`src/rtl/clkdiv_ctrl.sv`:
```
// Multi-channel clock-enable divider; run-time period/width changes go through shadow registers.
// Optional sticky write-overrun flag (cfg_err / err_clr) when CLKDIV_CTRL_ERR_EN is defined.

module clkdiv_ch #(
    parameter int W          = 26,
    parameter int DEF_PERIOD = 50000000
) (
    input  logic         clk,
    input  logic         rst_,
    input  logic         ena,
    input  logic         wr,
    input  logic [W-1:0] wr_period,
    input  logic [W-1:0] wr_high,
    input  logic         wr_oneshot,
    output logic         pending,
    output logic         gen,
    output logic         tick,
    output logic         busy
);
    localparam logic [W-1:0] DEF_P = W'(DEF_PERIOD);
    localparam logic [W-1:0] DEF_H = W'(DEF_PERIOD >> 1);
    localparam logic [W-1:0] MIN_P = W'(2);

    typedef enum logic [1:0] {IDLE, RUN, DONE} state_t;

    state_t       state, state_nxt;
    logic [W-1:0] cnt, cnt_nxt;
    logic [W-1:0] period, high, sh_period, sh_high;
    logic         oneshot, sh_oneshot;
    logic         gen_nxt, tick_nxt;
    logic         at_wrap, apply;
    logic [W-1:0] eff_high, new_period;

    assign at_wrap    = (state == RUN) && (cnt == period - 1'b1);
    assign apply      = pending && ((state != RUN) || at_wrap);
    assign new_period = (sh_period < MIN_P) ? MIN_P : sh_period;
    // The period that starts on an apply edge already uses the new width.
    assign eff_high   = apply ? sh_high : high;
    assign busy       = (state == RUN);

    // A write is only accepted while nothing is pending, so wr and apply never coincide.
    always_ff @(posedge clk or negedge rst_) begin
        if (!rst_) begin
            period     <= DEF_P;
            high       <= DEF_H;
            oneshot    <= 1'b0;
            sh_period  <= '0;
            sh_high    <= '0;
            sh_oneshot <= 1'b0;
            pending    <= 1'b0;
        end else if (wr) begin
            sh_period  <= wr_period;
            sh_high    <= wr_high;
            sh_oneshot <= wr_oneshot;
            pending    <= 1'b1;
        end else if (apply) begin
            period     <= new_period;
            high       <= sh_high;
            oneshot    <= sh_oneshot;
            pending    <= 1'b0;
        end
    end

    always_ff @(posedge clk or negedge rst_) begin
        if (!rst_) begin
            state <= IDLE;
            cnt   <= '0;
            gen   <= 1'b0;
            tick  <= 1'b0;
        end else begin
            state <= state_nxt;
            cnt   <= cnt_nxt;
            gen   <= gen_nxt;
            tick  <= tick_nxt;
        end
    end

    always_comb begin
        state_nxt = state;
        cnt_nxt   = cnt;
        gen_nxt   = 1'b0;
        tick_nxt  = 1'b0;
        case (state)
            IDLE: begin
                cnt_nxt = '0;
                if (ena) begin
                    state_nxt = RUN;
                    tick_nxt  = 1'b1;
                    gen_nxt   = (eff_high != '0);
                end
            end
            RUN: begin
                // Dropping ena abandons the period, even on the wrap edge.
                if (!ena) begin
                    state_nxt = IDLE;
                    cnt_nxt   = '0;
                end else if (at_wrap && oneshot) begin
                    state_nxt = DONE;
                    cnt_nxt   = '0;
                end else begin
                    cnt_nxt  = at_wrap ? '0 : cnt + 1'b1;
                    tick_nxt = at_wrap;
                    gen_nxt  = (cnt_nxt < eff_high);
                end
            end
            DONE: begin
                cnt_nxt = '0;
                if (!ena) state_nxt = IDLE;
            end
            default: begin
                state_nxt = IDLE;
                cnt_nxt   = '0;
            end
        endcase
    end
endmodule

module clkdiv_ctrl #(
    parameter int  CH         = 4,
    parameter int  W          = 26,
    parameter int  DEF_PERIOD = 50000000,
    localparam int CW         = (CH > 1) ? $clog2(CH) : 1
) (
    input  logic          clk,
    input  logic          rst_,
    input  logic          cfg_valid,
    output logic          cfg_ready,
    input  logic [CW-1:0] cfg_ch,
    input  logic [W-1:0]  cfg_period,
    input  logic [W-1:0]  cfg_high,
    input  logic          cfg_oneshot,
    input  logic [CH-1:0] ch_ena,
    output logic [CH-1:0] gen,
    output logic [CH-1:0] tick,
    output logic [CH-1:0] busy,
    output logic          cfg_err,
    input  logic          err_clr
);
    localparam int NP = 1 << CW;

    logic [CH-1:0] pending;
    logic [NP-1:0] pend_ext;
    logic          accept;

    // Channel numbers past CH read as not pending, so those writes are taken and dropped.
    assign pend_ext  = NP'(pending);
    assign cfg_ready = !pend_ext[cfg_ch];
    assign accept    = cfg_valid && cfg_ready;

    for (genvar i = 0; i < CH; i++) begin : g_ch
        clkdiv_ch #(
            .W          (W),
            .DEF_PERIOD (DEF_PERIOD)
        ) u_ch (
            .clk        (clk),
            .rst_       (rst_),
            .ena        (ch_ena[i]),
            .wr         (accept && (cfg_ch == CW'(i))),
            .wr_period  (cfg_period),
            .wr_high    (cfg_high),
            .wr_oneshot (cfg_oneshot),
            .pending    (pending[i]),
            .gen        (gen[i]),
            .tick       (tick[i]),
            .busy       (busy[i])
        );
    end

`ifdef CLKDIV_CTRL_ERR_EN
    always_ff @(posedge clk or negedge rst_) begin
        if (!rst_)                       cfg_err <= 1'b0;
        else if (cfg_valid && !cfg_ready) cfg_err <= 1'b1;
        else if (err_clr)                cfg_err <= 1'b0;
    end
`else
    logic unused_err_clr;
    assign unused_err_clr = err_clr;
    assign cfg_err        = 1'b0;
`endif
endmodule

```
`config.mk`:
```
export PLATFORM = sky130hd
export DESIGN_NAME = clkdiv_ctrl
export DESIGN_NICKNAME = d
export VERILOG_FILES = /design/src/rtl/clkdiv_ctrl.sv
export SDC_FILE = /design/constraint.sdc
export NUM_CORES = 1
export LEC_CHECK = 0
export CAP_MARGIN = 30
export CELL_PAD_IN_SITES_DETAIL_PLACEMENT = 1
export CELL_PAD_IN_SITES_GLOBAL_PLACEMENT = 1
export CORE_AREA = 2 2 214 268
export CTS_CLUSTER_SIZE = 40
export DETAILED_ROUTE_END_ITERATION = 8
export DIE_AREA = 0 0 216 270
export PLACE_DENSITY = 0.91
export RECOVER_POWER = 50
export SKIP_LAST_GASP = 1
export SLEW_MARGIN = 10
export SYNTH_ARGS = -nofsm -noshare
export SYNTH_HDL_FRONTEND = slang
export SYNTH_HIERARCHICAL = 1
export SYNTH_SLANG_ARGS = --single-unit
```
`constraint.sdc`:
```
create_clock -name clk -period 7.6 [get_ports clk]
set_clock_uncertainty 0.2 [all_clocks]
set_input_delay 1.9 -clock clk [delete_from_list [all_inputs] [get_ports clk]]
set_output_delay 1.9 -clock clk [all_outputs]
set_load 0.01 [all_outputs]
```
* Word level (Yosys, flattened, before mapping) *
Cells that the tools add are included.

storage, ports and cells
  register bits after elaboration = 548
  latch bits = 0
  bits in writable memories = 0
  bits in read-only memories = 0
  bits of input ports = 63
  output and inout bits = 14
  logic and storage cells = 225
  memories = 0

operators by class
  add/subtract/negate cells = 8
  multipliers = 0
  divide/modulo/power cells = 0
  $lt $le $gt $ge = 9
  eq/ne operators = 31
  shift-type cells = 0
  mux-type cells = 86
  bitwise gates (word level) = 4
  reductions and logical operators = 43

operators with widths
  cell                     count
  $mux W26                 24
  $add A26 B1 Y26 const B  4
  $eq A26 B26 Y1           4
  $lt A26 B2 Y1 const B    4
  $lt A26 B26 Y1           4
  $reduce_bool A26 Y1      4
  $sub A26 B1 Y26 const B  4
  $mux W1                  33
  $mux W2                  16
  $pmux W2 S3              4
  $logic_and A1 B1 Y1      17
  $ne A2 B2 Y1 const B     8
  $pmux W1 S2              8
  $eq A2 B2 Y1 const B     6
  $ne A3 B3 Y1 const B     4
  $reduce_and A3 Y1        4
  $eq A2 B1 Y1 const B     5
  $logic_not A2 Y1         5
  $ne A2 B1 Y1 const B     4
  $reduce_and A2 Y1        4
  $reduce_bool A2 Y1       4
  $logic_or A1 B1 Y1       4
  $not A1 Y1               4
  $lt A2 B3 Y1 const B     1
  other kinds (2)          2

* Longest topological paths before layout *
  depth after elaboration = 10
  depth in mapped cells = 21
  gate-level depth less buffers = 19

* Hierarchy *
Netlist, hierarchy kept.

by module, submodules not included
  module       times used  cells an instance  area each (µm²)  seq. area each (µm²)
  clkdiv_ch    4           683                7572.3           3458.3
  clkdiv_ctrl  1           9                  75.1             0.0

* Least setup slack after synthesis *
OpenSTA, ideal clock, no wires.

  kind = flip-flop to flip-flop
  from = register g_ch[0].u_ch.period[2]
  to = register g_ch[0].u_ch.gen
  library setup time = 0.120 ns
  data arrival time = 4.809 ns
  required time = 7.280 ns
  slack = 2.471 ns
  cell stages (with the launch flop) = 18
  path buffers = 2
  period minus slack after synthesis = 5.129 ns
  path through = dfrtp_1 -> clkbuf_1 -> nor4_1 -> nand2_1 -> xnor2_1 -> or4_1 -> or4b_1 -> nor3_1 -> o21ai_2 -> buf_2 -> mux2i_1 -> ha_1 -> nand4_1 -> a2111oi_0 -> and4_1 -> o41ai_1 -> a211o_1 -> and3_1

on the way
  longest elaborated chain between the ends = 10
  elaborated cells on any way between the ends = 14
  classes of those cells = 1 x add/sub; 1 x order compare; 1 x eq/ne; 6 x mux; 5 x reduce/logical

ends and longest elaborated chain
  element                   line  source
  from (decl)               28    logic [W-1:0] period, high, sh_period, sh_high;
  from (signal assigned)    57    period <= new_period;
  $sub A26 B1 Y26 *         34    assign at_wrap = (state == RUN) && (cnt == period - 1'b1);
  $eq A26 B26 Y1 *          34
  $logic_and A1 B1 Y1 *     34
  $logic_or A1 B1 Y1        35    assign apply = pending && ((state != RUN) || at_wrap);
  $logic_and A1 B1 Y1       35
  $mux W26                  38    assign eff_high = apply ? sh_high : high;
  $lt A26 B26 Y1            103   gen_nxt = (cnt_nxt < eff_high);
  $mux W1                   97    end else if (at_wrap && oneshot) begin
  $mux W1                   94    if (!ena) begin
  $pmux W1 S2 *             83    case (state)
  via g_ch[0].u_ch.gen_nxt  30    logic gen_nxt, tick_nxt;
  to (signal assigned)      73    gen <= gen_nxt;
  to (decl)                 16    output logic gen,

The timed path passes the listed nets; every way through them passes the cells marked *.
A chain may end at the register's enable or synchronous reset.

* Worst setup path in the final report *
  from = register g_ch[1].u_ch.period[2]
  to = register g_ch[1].u_ch.gen

on the way
  longest elaborated chain between the ends = 10
  elaborated cells on any way between the ends = 14
  classes of those cells = 1 x add/sub; 1 x order compare; 1 x eq/ne; 6 x mux; 5 x reduce/logical

ends and longest elaborated chain
  element                   line
  from (decl)               28
  from (signal assigned)    57
  $sub A26 B1 Y26 *         34
  $eq A26 B26 Y1 *          34
  $logic_and A1 B1 Y1 *     34
  $logic_or A1 B1 Y1        35
  $logic_and A1 B1 Y1       35
  $mux W26                  38
  $lt A26 B26 Y1            103
  $mux W1                   97
  $mux W1                   94
  $pmux W1 S2 *             83
  via g_ch[1].u_ch.gen_nxt  30
  to (signal assigned)      73
  to (decl)                 16

Marked as above.

==> results.py <==
metrics = {
    "synth": {
        "yosysTopAreaCellShare": 0.3725,
        "ys.flop_type": "dfrtp_1",
        "synth.yosys.seq_area_share": 0.4556,
        "yosysMostFrequentCell": "dfrtp_1",
        "ys_async_sr_fraction": 1.000,
        "syn_area_mm2": 0.03036,
        "syn-instance-count": 2741,
        "synth_nets": 2912,
        "yosys-top-cells-count": "dfrtp_1 (452), mux2_2 (416), nor2_1 (308), nor4_1 (120), xor2_1 (120)",
        "synth_top_cell_by_area": "dfrtp_1",
        "synth_warnings": 6,
        "synth.area.top_cells": "dfrtp_1 (37%), mux2_2 (15%), dfstp_2 (8.3%), ha_1 (4.5%), nor2_1 (3.8%)",
        "synth.avg_cell_area_um2": 11.08,
        "yosysUniqueCellTypes": 63,
        "synth-seq-cells": 548,
        "synth-edff-count": 0,
    },
    "timing": {
        "rsz0062_at_grt": "no",
        "fin_crit_sh": 0.9262,
        "whs_ns": 0.2763,
        "slew_headroom": -1.077,
        "fin_crit_ns": 7.039,
        "fmax_mhz": 142.1,
        "slew_viol_final": 559,
        "setup_viol": 0,
        "worst_pin_slew_ns": 3.116,
        "tns_ns": 0,
        "final-hold-violation-count": 0,
    },
    "worst_setup_path": {
        "cp-end-kind": "register",
        "path_max_fanout": 14,
        "critPathTopFamily": "compound AO/OA/AOI/OAI gates",
        "path_buf_inv": 1,
        "cp_slowest_cell": "a2111oi_0",
        "slowest_delay_ns": 0.84,
        "r2r-start": "g_ch[1].u_ch/period[2]",
        "crit_type": "register to register",
        "path_cells": "or4_1, or3_1, a2111oi_0, o22ai_1, a211o_1, nor3_1, o21ai_2, buf_4, mux2i_1, ha_1, o21ai_0, a2111oi_0, and4_1, o41ai_1, a211o_1, and3_1",
        "critPathLaunchType": "register",
        "worstPathArrival_ns": 7.35,
        "cp-startpoint": "g_ch[1].u_ch/period[2]",
        "required_ns": 7.91,
    },
    "global_routing": {
        "grt_usage": 0.3653,
        "grt_pass1_wl_mm": 163.4,
        "grt_pass1_vias": 26490,
        "grt-ovfl-total": 0,
        "antenna_found_initial": 18,
        "grt_max_degree": 160,
    },
    "final_layout": {
        "fillers": 5810,
        "finalNetCount": 2959,
        "drive_above_1_share": 0.2357,
        "finalNonFillerCells": 3585,
        "areaGrowthSynthToFinish_pct": 10.98,
        "design_area_mm2": 0.03370,
    },
    "die": {
        "die_width_um": 216,
        "die_h_um": 270,
        "start_util": 0.5439,
        "rows": 97,
        "die_area_mm2": 0.05832,
        "io_pins": 77,
        "core_area_mm2": 0.05583,
    },
    "clock_network": {
        "cts_resized": 0,
        "clkSinkCount": 548,
        "clk_latency_ns": 0.63,
        "postCtsHoldBufs": 0,
        "cts_post_setup_buffers_inserted": 0,
        "numCtsBuffers": 55,
        "cts_root_buffer": "clkbuf_16",
        "cts_tree": "done",
        "cts_buffer_depth": 3,
        "cts-htree-levels": 2,
        "clk_pin_slew_worst_paths_ns": 0.07,
    },
    "placement": {
        "detailed_place_hpwl_mm": 67.97,
        "gp_congestion": 0.8787,
        "port_buffers": 74,
        "post-place-cells": 3465,
        "place_area_mm2": 0.03170,
    },
    "detailed_routing": {
        "drt_first_pass_iters": 7,
        "vias_per_cell": 6.775,
        "drc": 0,
        "drt-total-wl_mm": 106.5,
        "num_vias": 24290,
        "drtAntennaViolNets": 0,
        "drtIter0Drc": 2195,
        "post_drt_wl_per_cell_um": 29.71,
    },
    "min_path": {
        "hold_path.class": "register to register",
        "worstHoldStart": "g_ch[0].u_ch/state[0]",
    },
    "power": {
        "vdd_drop_max_uv": 211.2,
        "power_mw": 11.30,
        "p_per_area_mw_per_mm2": 335.3,
        "p_leak_nw": 14.60,
    },
    "job": {
        "maxCapViolations": 6,
    },
    "outcome": {
        "violations": "max-capacitance violations, max-slew violations",
        "status": "complete, but fails checks",
    },
}
where the power goes:
| group | switching, mW | total, mW | internal (mW) |
|---|---|---|---|
| sequential | 1.11 | 5.08 | 3.97 |
| clock | 1.23 | 2.94 | 1.71 |
| combinational | 1.75 | 3.28 | 1.52 |
per-stage QoR:
| step | setup WS [ns] | util |
|---|---|---|
| floorplan | 2.471 | - |
| global placement | 1.421 | 0.5676 |
| detailed placement | 1.091 | 0.5678 |
| CTS | 0.7093 | 0.6021 |
| global route | 0.2520 | 0.6032 |
| finish | 0.5611 | 0.6036 |
layout make-up:
class,count,area (µm²),share of cell area
diodes,9,22.52,0.0006683
clock buffers,90,1720,0.05105
clock inverters,13,192.7,0.005718
inverters,53,198.9,0.005904
multi-input cells,2023,15760,0.4678
flip-flops and latches,548,13830,0.4105
well taps,742,928.4,0.02755
repair buffers,107,1040,0.03085
final timing paths:
check                                             end  slack, ns  cells after the start
max                                  g_ch[1].u_ch/gen       0.56                     16
min                                 g_ch[0].u_ch/tick       0.28                      1
max reg2reg                          g_ch[1].u_ch/gen       0.56                     16
min reg2reg                         g_ch[0].u_ch/tick       0.28                      1
max in group asynchronous         g_ch[1].u_ch/cnt[5]       1.34                      2
min in group asynchronous  g_ch[3].u_ch/sh_period[21]       2.05                      1
sequential cells by signal, summed over array words and instances (netlist names), 8 cells and up:
| signal | cells |
|---|---|
| g_ch.u_ch/cnt | 104 |
| g_ch.u_ch/sh_high | 104 |
| g_ch.u_ch/sh_period | 104 |
| g_ch.u_ch/high | 104 |
| g_ch.u_ch/state | 8 |
| g_ch.u_ch/period | 104 |
routing by layer:
layer  GRT usage  vias to the layer above  part of all wire
met3     0.07218                      519             0.068
met4      0.2974                       22             0.097
met5           0                        -            0.0015
met2      0.5811                     1155              0.47
li1            -                    10150                 -
met1      0.4296                    12440              0.37
kinds of logic (layout without fill, tap and decap cells):
logic type               count (synthesis)  count (layout)  share of synthesized area
XOR/XNOR                               204             204                    0.06066
buffers and inverters                  170             263                    0.02641
flip-flops                             548             548                     0.4556
adder cells (fa/ha/maj)                108             108                    0.04450
multiplexers                           529             529                     0.1921
other                                    1              10                  0.0001235
AND/OR/NAND/NOR                        913             913                     0.1582
AO/OA/AOI/OAI                          268             268                    0.06247
placed cells by master (no fill, tap or decap), types with 7 or more instances in the layout:
cell type        Yosys  layout
buf_4                1      18
ha_1               108     108
nand2b_1            36      36
o211ai_1             8       8
clkdlybuf4s50_1      0      67
nor2b_1              8       8
nand3_1             80      80
a21o_1              32      32
nand3b_1             8       8
o31a_1               8       8
mux2i_1            108     108
o21ai_0             44      44
inv_1               49      49
nor4_1             120     120
mux2_2             416     416
clkbuf_8             0      17
clkbuf_1            84      18
dfrtp_1            452     452
o22ai_1              8       8
xor2_1             120     120
a211oi_1            16      16
nand2_1             69      69
a211o_1             12      12
a31oi_1             20      20
or4_1               28      28
nor3_1              81      80
or3_1               44      44
and3_1              20      20
a21oi_1             52      52
nand4_1             60      60
xnor2_1             80      80
or2_2                8       8
nor2_1             308     308
a2111oi_0           12      12
and4_1              12      12
dfstp_2             96      96
o31ai_1              8       8
clkinv_2             0       7
diode_2              0       9
clkbuf_16            0      57
No activity file was read; power rests on OpenSTA's default activity.
